===== config.mk =====
export PLATFORM = sky130hd
export DESIGN_NAME = branch_resolve_queue
export DESIGN_NICKNAME = d
export VERILOG_FILES = /design/src/rtl/branch_resolve_queue_pkg.sv /design/src/rtl/branch_resolve_queue_fifo.sv /design/src/rtl/branch_resolve_queue.sv
export SDC_FILE = /design/constraint.sdc
export NUM_CORES = 1
export LEC_CHECK = 0
export CAP_MARGIN = 20
export CORE_MARGIN = 2
export CORE_UTILIZATION = 30
export DETAILED_ROUTE_END_ITERATION = 7
export HOLD_SLACK_MARGIN = 0.08
export SKIP_LAST_GASP = 1
export SLEW_MARGIN = 5
export SYNTH_ARGS = -nofsm -noshare
export SYNTH_HDL_FRONTEND = slang
export SYNTH_HIERARCHICAL = 1
export SYNTH_SLANG_ARGS = --single-unit

===== constraint.sdc =====
create_clock -name clk -period 5.4 [get_ports clk]
set_input_delay 1.62 -clock clk [delete_from_list [all_inputs] [get_ports clk]]
set_output_delay 1.62 -clock clk [all_outputs]
set_load 0.02 [all_outputs]

===== src/rtl/branch_resolve_queue_pkg.sv =====
// Shared definitions for the branch resolve queue.
// Entry layout is {pc, pred_taken, pred_target}; target in the LSBs.
package branch_resolve_queue_pkg;

   localparam int PC_LEN_DEF = 32;

   typedef enum logic {
      ST_RUN   = 1'b0,
      ST_FLUSH = 1'b1
   } brq_state_e;

   function automatic int trg_off(input int pc_len);
      return 0;
   endfunction

   function automatic int tkn_off(input int pc_len);
      return pc_len;
   endfunction

   function automatic int pc_off(input int pc_len);
      return pc_len + 1;
   endfunction

   function automatic int entry_len(input int pc_len);
      return 2 * pc_len + 1;
   endfunction

endpackage


===== src/rtl/branch_resolve_queue_fifo.sv =====
// In-order storage for predicted branches.
// Clear wins over push/pop so a squash empties it in one cycle.
module branch_fifo
   import branch_resolve_queue_pkg::*;
#(
   parameter int DEPTH = 4,
   parameter int W     = entry_len(PC_LEN_DEF)
)(
   input  logic                     clk,
   input  logic                     rstn,
   input  logic                     i_push,
   input  logic                     i_pop,
   input  logic                     i_clear,
   input  logic [W-1:0]             i_wdata,
   output logic [W-1:0]             o_rdata,
   output logic                     o_full,
   output logic                     o_empty,
   output logic [$clog2(DEPTH):0]   o_count
);

   localparam int AW = $clog2(DEPTH);

   logic [W-1:0]  r_mem [DEPTH];
   logic [AW-1:0] r_wp;
   logic [AW-1:0] r_rp;
   logic [AW:0]   r_cnt;
   logic          w_push;
   logic          w_pop;

   assign o_full  = (r_cnt == (AW+1)'(DEPTH));
   assign o_empty = (r_cnt == '0);
   assign o_count = r_cnt;
   assign o_rdata = r_mem[r_rp];
   assign w_push  = i_push && !o_full && !i_clear;
   assign w_pop   = i_pop && !o_empty && !i_clear;

   always_ff @(posedge clk) begin
      if (w_push) begin
         r_mem[r_wp] <= i_wdata;
      end
   end

   always_ff @(posedge clk) begin
      if (!rstn || i_clear) begin
         r_wp  <= '0;
         r_rp  <= '0;
         r_cnt <= '0;
      end else begin
         if (w_push) begin
            r_wp <= r_wp + AW'(1);
         end
         if (w_pop) begin
            r_rp <= r_rp + AW'(1);
         end
         r_cnt <= r_cnt + {{AW{1'b0}}, w_push}
                        - {{AW{1'b0}}, w_pop};
      end
   end

endmodule


===== src/rtl/branch_resolve_queue.sv =====
// Tracks predicted branches, compares them with execute and squashes on mispredict.
// Optional BRQ_STATS_EN adds resolve/mispredict counters and a mispredict trace.
module branch_resolve_queue
   import branch_resolve_queue_pkg::*;
#(
   parameter int PC_LEN       = PC_LEN_DEF,
   parameter int DEPTH        = 4,
   parameter int FLUSH_CYCLES = 2
)(
   input  logic                     clk,
   input  logic                     rstn,
   input  logic                     enq_valid,
   output logic                     enq_ready,
   input  logic [PC_LEN-1:0]        enq_pc,
   input  logic                     enq_pred_taken,
   input  logic [PC_LEN-1:0]        enq_pred_target,
   input  logic                     ex_valid,
   input  logic [PC_LEN-1:0]        ex_pc,
   input  logic                     ex_taken,
   input  logic [PC_LEN-1:0]        ex_target,
   output logic                     upd_valid,
   output logic [PC_LEN-1:0]        upd_pc,
   output logic                     upd_taken,
   output logic [PC_LEN-1:0]        upd_target,
   output logic                     upd_mispred,
   output logic                     flush,
   output logic [PC_LEN-1:0]        redirect_pc,
   output logic [$clog2(DEPTH):0]   occupancy,
   output logic [1:0]               err
`ifdef BRQ_STATS_EN
   ,
   output logic [31:0]              stat_resolved,
   output logic [31:0]              stat_mispred
`endif
);

   localparam int ENTRY_LEN = entry_len(PC_LEN);
   localparam int OFF_PC    = pc_off(PC_LEN);
   localparam int OFF_TKN   = tkn_off(PC_LEN);
   localparam int OFF_TRG   = trg_off(PC_LEN);
   localparam int CW        = $clog2(FLUSH_CYCLES + 1);

   brq_state_e            r_state;
   brq_state_e            w_state_nxt;
   logic [CW-1:0]         r_cnt;
   logic [CW-1:0]         w_cnt_nxt;

   logic                  w_run;
   logic                  w_full;
   logic                  w_empty;
   logic [ENTRY_LEN-1:0]  w_enq_data;
   logic [ENTRY_LEN-1:0]  w_head;
   logic [PC_LEN-1:0]     w_head_pc;
   logic                  w_head_tkn;
   logic [PC_LEN-1:0]     w_head_trg;
   logic                  w_res;
   logic                  w_mis;
   logic                  w_mis_res;
   logic                  w_push;
   logic                  w_underflow;

   logic                  r_upd_valid;
   logic [PC_LEN-1:0]     r_upd_pc;
   logic                  r_upd_taken;
   logic [PC_LEN-1:0]     r_upd_target;
   logic                  r_upd_mispred;
   logic                  r_flush;
   logic [PC_LEN-1:0]     r_redirect;
   logic [1:0]            r_err;

   assign w_enq_data = {enq_pc, enq_pred_taken, enq_pred_target};
   assign w_head_pc  = w_head[OFF_PC +: PC_LEN];
   assign w_head_tkn = w_head[OFF_TKN];
   assign w_head_trg = w_head[OFF_TRG +: PC_LEN];

   assign enq_ready   = w_run && !w_full;
   assign w_res       = ex_valid && w_run && !w_empty;
   assign w_underflow = ex_valid && w_run && w_empty;
   assign w_mis       = (w_head_tkn != ex_taken)
                     || (ex_taken && (w_head_trg != ex_target));
   assign w_mis_res   = w_res && w_mis;
   // An enqueue racing a squash is younger than the bad branch.
   assign w_push      = enq_valid && enq_ready && !w_mis_res;

   branch_fifo #(
      .DEPTH   (DEPTH),
      .W       (ENTRY_LEN)
   ) u_fifo (
      .clk     (clk),
      .rstn    (rstn),
      .i_push  (w_push),
      .i_pop   (w_res),
      .i_clear (w_mis_res),
      .i_wdata (w_enq_data),
      .o_rdata (w_head),
      .o_full  (w_full),
      .o_empty (w_empty),
      .o_count (occupancy)
   );

   always_ff @(posedge clk) begin
      if (!rstn) begin
         r_state <= ST_RUN;
         r_cnt   <= '0;
      end else begin
         r_state <= w_state_nxt;
         r_cnt   <= w_cnt_nxt;
      end
   end

   always_comb begin
      w_state_nxt = r_state;
      w_cnt_nxt   = r_cnt;
      unique case (r_state)
         ST_RUN: begin
            if (w_mis_res) begin
               w_state_nxt = ST_FLUSH;
               w_cnt_nxt   = CW'(FLUSH_CYCLES);
            end
         end
         ST_FLUSH: begin
            if (r_cnt == CW'(1)) begin
               w_state_nxt = ST_RUN;
               w_cnt_nxt   = '0;
            end else begin
               w_cnt_nxt   = r_cnt - CW'(1);
            end
         end
         default: begin
            w_state_nxt = ST_RUN;
            w_cnt_nxt   = '0;
         end
      endcase
   end

   always_comb begin
      w_run = (r_state == ST_RUN);
   end

   always_ff @(posedge clk) begin
      if (!rstn) begin
         r_upd_valid   <= 1'b0;
         r_upd_pc      <= '0;
         r_upd_taken   <= 1'b0;
         r_upd_target  <= '0;
         r_upd_mispred <= 1'b0;
         r_flush       <= 1'b0;
         r_redirect    <= '0;
         r_err         <= 2'b00;
      end else begin
         r_upd_valid   <= w_res;
         r_upd_mispred <= w_mis_res;
         r_flush       <= w_mis_res;
         if (w_res) begin
            r_upd_pc     <= ex_pc;
            r_upd_taken  <= ex_taken;
            r_upd_target <= ex_target;
         end
         if (w_mis_res) begin
            r_redirect <= ex_taken ? ex_target
                                   : ex_pc + PC_LEN'(4);
         end
         r_err[0] <= r_err[0] | w_underflow;
         r_err[1] <= r_err[1] | (w_res && (ex_pc != w_head_pc));
      end
   end

   assign upd_valid   = r_upd_valid;
   assign upd_pc      = r_upd_pc;
   assign upd_taken   = r_upd_taken;
   assign upd_target  = r_upd_target;
   assign upd_mispred = r_upd_mispred;
   assign flush       = r_flush;
   assign redirect_pc = r_redirect;
   assign err         = r_err;

`ifdef BRQ_STATS_EN
   logic [31:0] r_stat_res;
   logic [31:0] r_stat_mis;

   always_ff @(posedge clk) begin
      if (!rstn) begin
         r_stat_res <= '0;
         r_stat_mis <= '0;
      end else begin
         if (w_res && (r_stat_res != '1)) begin
            r_stat_res <= r_stat_res + 32'd1;
         end
         if (w_mis_res && (r_stat_mis != '1)) begin
            r_stat_mis <= r_stat_mis + 32'd1;
         end
      end
   end

   assign stat_resolved = r_stat_res;
   assign stat_mispred  = r_stat_mis;

`ifndef SYNTHESIS
   always_ff @(posedge clk) begin
      if (rstn && w_mis_res) begin
         $display("[BRQ] mispredict pc=%h pred=%b/%h act=%b/%h",
                  ex_pc, w_head_tkn, w_head_trg, ex_taken, ex_target);
      end
   end
`endif
`endif

endmodule


==> flow_summary_export.csv, run 1 <==
group,metric,value,unit
outcome,status,"complete, no violations",
pwr,power_leakage,6.43,nW
logic_synthesis,ys_ff_latch,373,
logic_synthesis,avgSynthCellArea,14.1,um2
worst_setup_path,required,5.85,ns
floorplan,die_h,230,um
detailed_routing,drc,0,
clocking,postCtsSetupBuffers,0,
sta,fin_crit,4.43,ns
floorplan,dieArea,53000,um2
final_layout,fin_area,20000,um2
clocking,htree_levels,2,
floorplan,start_util,30.5,%
sta,slew-limit-headroom,27.5,%
worst_setup_path,cp_slowest_cell,"clkdlybuf4s50_1",
final_layout,drive_gt1_share,13.7,%
logic_synthesis,synthCells,1086,
clocking,ctsRootBufferMaster,"clkbuf_16",
clocking,clk_pin_slew,0.06,ns
placed_design,dpl_cell_area,18600,um2
clocking,hold_buffers,0,
detailed_routing,vias_per_cell,4.76,
sta,tightest_slew,1.09,ns
detailed_routing,antenna_left,0,
sta,finalSetupViolCount,0,
logic_synthesis,yosys_warnings,6,
final_layout,multi_input_area,4900,um2
logic_synthesis,synth.distinct_cells,62,
logic_synthesis,ys_seq_area_share,65.6,%
logic_synthesis,ys.flop_type,"edfxtp_1",
global_route,grt_max_degree,84,
global_route,grt_pass1_wl,66.2,mm
clocking,cts_buffers,43,
logic_synthesis,synthArstFlopShare,0,%
worst_setup_path,max_stage_delay,0.53,ns
worst_setup_path,cp_top_family,"simple AND/OR/NAND/NOR gates",
final_layout,synthToLayoutAreaGrowth,30.0,%
sta,finClkSkew,0.0154,ns
detailed_routing,firstDrtPassIters,5,
detailed_routing,routed_wirelength,45.9,mm
sta,slew_viol_final,0,
worst_setup_path,cp_cell_sequence,"clkdlybuf4s50_1, xnor2_1, nand4_1, nor4_2, nand4_4, nand2_4, buf_4, and3_1, and2b_2, and2_4, ha_1, fa_1, and2_1",
final_layout,seqCellArea,10100,um2
placed_design,dp.final_hpwl,32.8,mm
min_path,hold_class,"register to register",
detailed_routing,vias,9751,
pwr,powerDensity,441,nW/um2
worst_setup_path,critPathKind,"primary input to register",
final_layout,n_antenna_cell,0,
clocking,cts_sinks,373,
clocking,tritoncts,"built",
worst_setup_path,end_kind,"register",
clocking,insertion_delay,0.56,ns
global_route,grt_remaining_overflow,0,
worst_setup_path,rrSetupSlack,1.11,ns
worst_setup_path,path_max_fanout,10,
sta,hold_viol_final,0,
final_layout,nets,1485,
placed_design,portBuffers,239,
floorplan,pin_count,240,
detailed_routing,wl_per_cell,22.4,um
pwr,ir_worst_vdd,0.258,mV
job,maxCapViolations,0,
floorplan,rows,82,
worst_setup_path,critical_path_buf_inv_count,2,
floorplan,core,50400,um2
sta,fmaxAchievable,226,MHz
global_route,first_global_vias,9843,
sta,grt_setup_unrepaired,"no",
logic_synthesis,synth_nets,1229,
final_layout,fill_cells,4680,
sta,finalSetupTns,0,ns
global_route,grt.total_usage,17.2,%
placed_design,gp_congestion,0.779,
logic_synthesis,syn_area,15300,um2
worst_setup_path,worstPathArrival,4.88,ns
pwr,power,8.80,mW
global_route,antenna_found_initial,5,
worst_setup_path,start_kind,"primary input",
clocking,cts_resized,0,
floorplan,die-width,230,um
logic_synthesis,synth_edf_count,260,
detailed_routing,drt_iter0_markers,709,
sta,timing.final.crit_share,82.0,%
clocking,clock_path_buffers,3,
-- path summary, 6_finish.rpt --
kind | startpoint | to | cells after the start
min | upd_pc[13] | upd_pc[13] | 2
max reg2reg | register | u_fifo/o_count[1] | 14
max | ex_target[7] | u_fifo/o_count[1] | 13
min reg2reg | upd_pc[13] | upd_pc[13] | 2
-- cell usage in the layout (no fill, tap or decap), types with 29 or more instances in the layout --
| cell type | instances |
|---|---|
| edfxtp_1 | 260 |
| clkdlybuf4s50_1 | 239 |
| nand2_1 | 177 |
| dfxtp_1 | 111 |
| a21oi_1 | 86 |
| xnor2_1 | 78 |
| mux4_2 | 65 |
| clkbuf_16 | 45 |
| nand4_1 | 29 |
| buf_4 | 29 |
-- tightest hold or removal path: stages, from the launching register on --
cell     delay [ns]
dfxtp_1        0.30
nand2_1        0.05
a21oi_1        0.05
-- synthesized netlist by cell type, types with 2 or more instances --
library cell	instances	share of area (%)
a21oi_1	86	2.8
nor2_1	19	0.46
buf_1	2	0.049
nor4_2	2	0.16
or3_1	4	0.16
mux4_2	65	9.5
a211o_1	3	0.17
and2_1	4	0.16
a211oi_2	2	0.16
buf_6	8	0.59
clkbuf_1	37	0.90
xor2_1	11	0.63
o211ai_1	6	0.29
buf_2	14	0.46
clkbuf_2	2	0.065
dfxtp_1	113	15
a211oi_1	2	0.098
ha_1	8	0.65
and4_1	2	0.11
nor4_1	7	0.29
nor3_2	2	0.13
nor3_1	7	0.23
nand2b_1	4	0.16
nand3_1	19	0.62
buf_4	2	0.098
nand2_4	2	0.15
nand4_1	29	1.2
o21ai_1	6	0.20
nand4_2	3	0.24
inv_1	15	0.37
and3_2	4	0.20
a31oi_1	3	0.12
and3_1	3	0.12
xnor2_1	78	4.5
o21ai_0	26	0.85
a21o_1	4	0.20
nand2_1	177	4.3
nor2b_1	4	0.16
edfxtp_1	260	51
mux2i_1	19	1.2
-- flip-flops by register name (all words and copies together) (netlist names), named ones only --
signal and cells:
u_fifo/r_wp 2, upd_target 32, u_fifo/r_mem 260, upd_taken 1, u_fifo/r_rp 2, upd_pc 32, redirect_pc 32, err 2
upd_valid 1, r_state 1, flush 1, u_fifo/o_count 3, r_cnt 2
-- where the power goes --
group / internal, mW / switching (mW) / total (mW)
registers: 3.58 / 0.189 / 3.77
clock network: 1.60 / 1.12 / 2.72
logic: 1.02 / 1.29 / 2.30
-- cell families after synthesis --
kind of cell / share of synthesized area (%)
fa+ha+maj: 0.783
xor+xnor: 5.08
simple gates: 9.77
mux: 10.9
compound gates: 5.36
flops: 65.6
buf+inv: 2.55
-- through the flow --
stage | utilization (%) | cells | worst slack (ns) | hold slack (ns)
2_1_floorplan | - | 1086 | 0.988 | 0.442
3_3_place_gp | 37.0 | 1969 | 0.462 | 0.443
3_5_place_dp | 37.0 | 1969 | 0.431 | 0.447
4_1_cts | 39.6 | 2047 | 1.01 | 0.454
5_1_grt | 39.6 | 2047 | 0.764 | 0.474
6_report | 39.6 | 2047 | 0.971 | 0.451
-- metal layers --
| layer | track usage, % | up-vias | part of all wire [%] |
|---|---|---|---|
| met5 | 0 | - | 0.098 |
| met4 | 4.70 | 8 | 1.9 |
| met3 | 4.32 | 64 | 6.1 |
| met2 | 28.2 | 262 | 48 |
| met1 | 22.5 | 4871 | 44 |
| li1 | - | 4546 | - |
-- cell type report --
type                    count  share of cell area, %
multi-input cells         632                   24.6
clock buffers              64                   6.10
clock inverters            14                  0.464
flip-flops and latches    373                   50.5
repair buffers            276                   13.9
inverters                  16                  0.307
well taps                 672                   4.21
No activity file was read; power rests on OpenSTA's default activity.
==> run 2, diff against run 1 <==
Clock period 5.4 ns to 3.9 ns, I/O delays scaled along.
==> run 2 against run 1 <==
Via count is 3.7% higher. Core utilization is 1.4 points higher. Final cell count is 3.3% higher. Clock skew is 0.0066 ns higher. Power is 43% higher. Critical path depth is 5 higher. Routed wire length is 3.1% higher. Flip-flop and latch count stayed put. Worst setup slack worse by 0.78 ns. Sequential share of layout area is 1.7 points lower. Hold slack better by 0.0014 ns. Largest power group unchanged.
==> flow_summary_export.csv, run 2 (same netlist as run 1, synthesis figures left out) <==
group,metric,value,unit
clocking,tritoncts,"built",
pwr,power_leakage,6.89,nW
final_layout,multi_input_area,4940,um2
final_layout,final_common_cell,"edfxtp_1",
global_route,first_global_vias,10204,
sta,fmaxAchievable,269,MHz
floorplan,start_util,30.5,%
worst_setup_path,cp_slowest_cell,"mux4_2",
pwr,p_clk_share,31.5,%
pwr,p_switching,3.65,mW
floorplan,core,50400,um2
final_layout,final-instance-count-excl-fill,2115,
pwr,powerDensity,608,nW/um2
sta,timing.final.crit_share,95.2,%
worst_setup_path,max_stage_delay,0.55,ns
sta,slew_viol_final,0,
clocking,cts_sinks,373,
sta,fin_crit,3.71,ns
final_layout,largest_reg_flops,260,
final_layout,nets,1551,
worst_setup_path,end_kind,"register",
final_layout,final_cell_mix,"260 x edfxtp_1, 236 x clkdlybuf4s50_1, 177 x nand2_1",
detailed_routing,wl_per_cell,22.4,um
pwr,netSwitchingFraction,29.0,%
clocking,clock_path_buffers,3,
final_layout,synthToLayoutAreaGrowth,34.7,%
outcome,status,"complete, no violations",
placed_design,dp.final_hpwl,34.4,mm
sta,finalSetupViolCount,0,
final_layout,drive_gt1_share,18.7,%
worst_setup_path,critPathKind,"register to register",
clocking,htree_levels,2,
min_path,hold_class,"register to register",
clocking,clk_pin_slew,0.06,ns
job,maxCapViolations,0,
detailed_routing,firstDrtPassIters,5,
sta,hold_ws,0.452,ns
global_route,grt_max_degree,84,
pwr,seqPwrFrac,41.4,%
floorplan,die-width,230,um
worst_setup_path,start_kind,"register",
pwr,p_comb_share,27.1,%
final_layout,largest_register,"u_fifo/r_mem",
clocking,ctsRootBufferMaster,"clkbuf_16",
detailed_routing,vias_per_cell,4.78,
sta,finClkSkew,0.0220,ns
worst_setup_path,required,4.35,ns
worst_setup_path,worstPathArrival,4.16,ns
global_route,grt.total_usage,17.7,%
detailed_routing,routed_wirelength,47.4,mm
global_route,grt_remaining_overflow,0,
placed_design,place_inst,2032,
sta,hold_viol_final,0,
floorplan,dieArea,53000,um2
floorplan,die_h,230,um
global_route,antenna_found_initial,6,
detailed_routing,vias,10111,
sta,tightest_slew,1.10,ns
floorplan,pin_count,240,
detailed_routing,antenna_left,0,
worst_setup_path,cp_top_family,"simple AND/OR/NAND/NOR gates",
worst_setup_path,cp_cell_sequence,"buf_12, buf_4, mux4_2, xnor2_2, nand4_1, nor3_2, buf_4, nand4_4, nand2_4, inv_2, buf_6, and2b_2, and2_4, ha_1, fa_2, xnor2_2, xnor2_1, nor2_1",
placed_design,gp_congestion,0.815,
detailed_routing,drc,0,
worst_setup_path,critical_path_buf_inv_count,5,
clocking,cts_buffers,42,
final_layout,fill_cells,4603,
sta,slew-limit-headroom,26.9,%
floorplan,rows,82,
detailed_routing,drt_iter0_markers,780,
pwr,ir_worst_vdd,0.360,mV
worst_setup_path,path_max_fanout,17,
sta,grt_setup_unrepaired,"no",
clocking,insertion_delay,0.56,ns
pwr,internal_power,8.93,mW
clocking,hold_buffers,0,
final_layout,seqCellArea,10100,um2
placed_design,portBuffers,239,
global_route,grt_pass1_wl,67.9,mm
## run 2: cell count changes in the layout (fill, tap and decap cells not counted), moves of 2 or more
cell             previous run  this run
buf_4                      29        89
clkbuf_1                   17         9
buf_12                      8        12
bufinv_16                   1         5
xnor2_1                    78        74
xnor2_2                     0         4
clkdlybuf4s50_1           239       236
clkinv_2                    5         8
dlymetal6s2s_1              0         3
diode_2                     0         2
## run 2: final timing paths
check	startpoint	end	slack (ns)	depth (start not counted)
max	register	u_fifo/o_count[2]	0.19	18
max reg2reg	register	u_fifo/o_count[2]	0.19	18
min	upd_pc[12]	upd_pc[12]	0.45	2
min reg2reg	upd_pc[12]	upd_pc[12]	0.45	2
## run 2: cell type report
cell class              count  area share (%)
diodes                      2          0.0242
clock buffers              55            5.57
clock inverters            22            1.15
inverters                  16           0.297
multi-input cells         632            23.9
flip-flops and latches    373            48.7
well taps                 672            4.07
repair buffers            343            16.3
## run 2: repair_timing
item,4_1_cts,5_1_grt
resized for setup,0,12
setup endpoints to repair,0,187
buffers inserted,0,3
## run 2: power groups by stage
stage                     Sequential [mW]  Combinational (mW)  Clock, mW
after detailed placement             5.29                3.38          0
final                                5.21                3.41       3.96
after global routing                 5.27                3.67       4.21
after CTS                            5.21                3.40       4.07
after floorplan                      5.48                1.65          0
after global placement               5.26                3.38          0
## run 2: through the flow
stage	utilization, %	setup WS, ns	instance area [um2]	setup TNS [ns]	power [mW]
finish	41.0	0.188	20700	0	12.6
global route	41.0	0.0245	20700	0	13.1
CTS	40.8	0.0533	20600	0	12.7
detailed placement	38.1	-0.483	19200	-100.40	8.68
global placement	38.1	-0.463	19200	-90.01	8.64
floorplan	-	-0.0749	15300	-19.47	7.13
## run 2: routing by layer
metal / up-vias / track usage [%] / wire [um]
li1: 4690 / - / -
met1: 5026 / 22.8 / 20400
met2: 318 / 28.5 / 22400
met3: 71 / 5.28 / 3330
met4: 6 / 5.50 / 1300
met5: - / 0 / 34
## run 2: worst register-to-register path, stage by stage (launching register included)
cell and delay [ns]:
dfxtp_4 0.40, buf_12 0.14, buf_4 0.14, mux4_2 0.55, xnor2_2 0.16, nand4_1 0.16
nor3_2 0.07, buf_4 0.14, nand4_4 0.10, nand2_4 0.08, inv_2 0.08, buf_6 0.18
and2b_2 0.28, and2_4 0.17, ha_1 0.21, fa_2 0.36, xnor2_2 0.14, xnor2_1 0.18
nor2_1 0.05
==> run 3, diff against run 2 <==
Settings changed: ABC_CLOCK_PERIOD_IN_PS from default to 4700, REMOVE_ABC_BUFFERS from default to 1.
Clock period 3.9 ns to 4.7 ns, I/O delays scaled along.
==> run 3 against run 2 <==
Worst setup slack better by 0.30 ns. Hold slack gained 0.0017 ns. Core utilization fell by 0.93 points. Critical path type is now primary input to register. Largest power group unchanged.
==> flow_summary_export.csv, run 3 (same netlist as run 1, synthesis figures left out) <==
group,metric,value,unit
sta,hold_ws,0.454,ns
floorplan,start_util,30.5,%
placed_design,gp_congestion,0.804,
final_layout,synthToLayoutAreaGrowth,31.6,%
clocking,hold_buffers,0,
floorplan,core,50400,um2
final_layout,largest_register,"u_fifo/r_mem",
global_route,grt_remaining_overflow,0,
detailed_routing,vias_per_cell,4.81,
placed_design,pre_cts_slack,-0.119,ns
floorplan,pin_count,240,
final_layout,drive_gt1_share,16.5,%
detailed_routing,drt_iter0_markers,696,
sta,slew_viol_final,0,
worst_setup_path,worstPathArrival,4.65,ns
global_route,antenna_found_initial,5,
job,maxCapViolations,0,
global_route,first_global_vias,10197,
detailed_routing,routed_wirelength,45.5,mm
clocking,clock_path_buffers,3,
final_layout,largest_reg_flops,260,
clocking,cts_resized,0,
placed_design,portBuffers,239,
clocking,cts_buffers,41,
detailed_routing,antenna_left,0,
final_layout,final_util,40.1,%
clocking,cts_sinks,373,
pwr,power_leakage,6.60,nW
worst_setup_path,path_max_fanout,17,
clocking,tritoncts,"built",
worst_setup_path,start_kind,"primary input",
clocking,postCtsSetupBuffers,0,
detailed_routing,vias,9987,
sta,timing.final.crit_share,89.5,%
floorplan,rows,82,
final_layout,nets,1514,
sta,slew-limit-headroom,39.9,%
final_layout,final_cell_mix,"260 x edfxtp_1, 237 x clkdlybuf4s50_1, 177 x nand2_1",
sta,finalSetupViolCount,0,
detailed_routing,wl_per_cell,21.9,um
outcome,status,"complete, no violations",
floorplan,die_h,230,um
pwr,powerDensity,502,nW/um2
final_layout,final_common_cell,"edfxtp_1",
global_route,grt_pass1_wl,66.3,mm
worst_setup_path,critPathKind,"primary input to register",
sta,fin_crit,4.21,ns
min_path,hold_class,"register to register",
clocking,htree_levels,2,
placed_design,dp.final_hpwl,32.8,mm
sta,finalWorstSetupSlack,0.493,ns
final_layout,final-instance-count-excl-fill,2077,
worst_setup_path,required,5.15,ns
detailed_routing,firstDrtPassIters,5,
worst_setup_path,end_kind,"register",
sta,tightest_slew,0.895,ns
pwr,ir_worst_vdd,0.261,mV
sta,grt_setup_unrepaired,"no",
floorplan,die-width,230,um
floorplan,dieArea,53000,um2
sta,finClkSkew,0.0206,ns
sta,hold_viol_final,0,
placed_design,place_inst,2000,
clocking,clk_pin_slew,0.06,ns
pwr,power,10.1,mW
detailed_routing,drc,0,
global_route,grt.total_usage,17.0,%
sta,fmaxAchievable,238,MHz
clocking,insertion_delay,0.56,ns
global_route,grt_max_degree,68,
clocking,ctsRootBufferMaster,"clkbuf_16",
-- run 3: cell types whose count changed in the layout (fill, tap and decap cells not counted), moves of 2 or more --
cell            previous run  this run
inv_6                      1         3
clkinvlp_4                 0         2
bufinv_16                  5         2
dlymetal6s2s_1             3         0
clkinv_2                   8         5
clkbuf_16                 44        41
buf_4                     89        60
buf_12                    12         8
clkbuf_8                   3         8
buf_2                      0         2
xnor2_1                   74        78
clkinv_1                   7         2
xnor2_2                    4         0
-- run 3: worst max-delay path: stages --
cell	delay, ns
clkdlybuf4s50_1	0.55
xnor2_1	0.14
buf_4	0.12
nand4_1	0.07
buf_4	0.15
nor4_2	0.37
buf_4	0.20
nand4_4	0.10
nand2_4	0.12
inv_2	0.04
buf_4	0.20
and2b_2	0.29
and2_4	0.16
ha_1	0.16
fa_1	0.40
and2_1	0.14
-- run 3: stage by stage --
step           setup TNS, ns  area [um2]
4_1_cts                    0       20200
3_3_place_gp         -0.0726       18900
5_1_grt                    0       20200
2_1_floorplan        -468.43       15000
6_report                   0       20200
3_5_place_dp           -8.95       18900
-- run 3: final timing paths --
check / slack [ns] / cells past startpoint / start / endpoint
setup / recovery: 0.49 / 16 / ex_target[27] / u_fifo/o_count[1]
hold / removal: 0.45 / 2 / upd_pc[28] / upd_pc[28]
setup reg to reg: 0.59 / 15 / register / u_fifo/o_count[1]
hold reg to reg: 0.45 / 2 / upd_pc[28] / upd_pc[28]
-- run 3: final cells by class --
cell class | count | area [um2]
clock inverters | 16 | 149
fillers | 4672 | 30200
diodes | 2 | 5.00
repair buffers | 307 | 2990
clock buffers | 59 | 1170
flip-flops and latches | 373 | 10100
well taps | 672 | 841
inverters | 16 | 61.3
multi-input cells | 632 | 4900
-- run 3: power breakdown --
group / internal [mW] / total [mW] / leakage (nW) / switching [mW]
Combinational: 1.20 / 2.67 / 2.66 / 1.47
Sequential: 4.12 / 4.31 / 3.29 / 0.198
Clock: 1.85 / 3.15 / 0.644 / 1.29
-- run 3: metal layers --
| layer | up-vias | part of all wire [%] | track usage (%) | wire (um) |
|---|---|---|---|---|
| met4 | 6 | 2.4 | 4.92 | 1090 |
| met5 | - | 0.086 | 0 | 39 |
| met1 | 5025 | 43 | 22.4 | 19700 |
| met2 | 292 | 48 | 27.7 | 21600 |
| met3 | 62 | 6.5 | 4.22 | 2960 |
| li1 | 4602 | - | - | - |
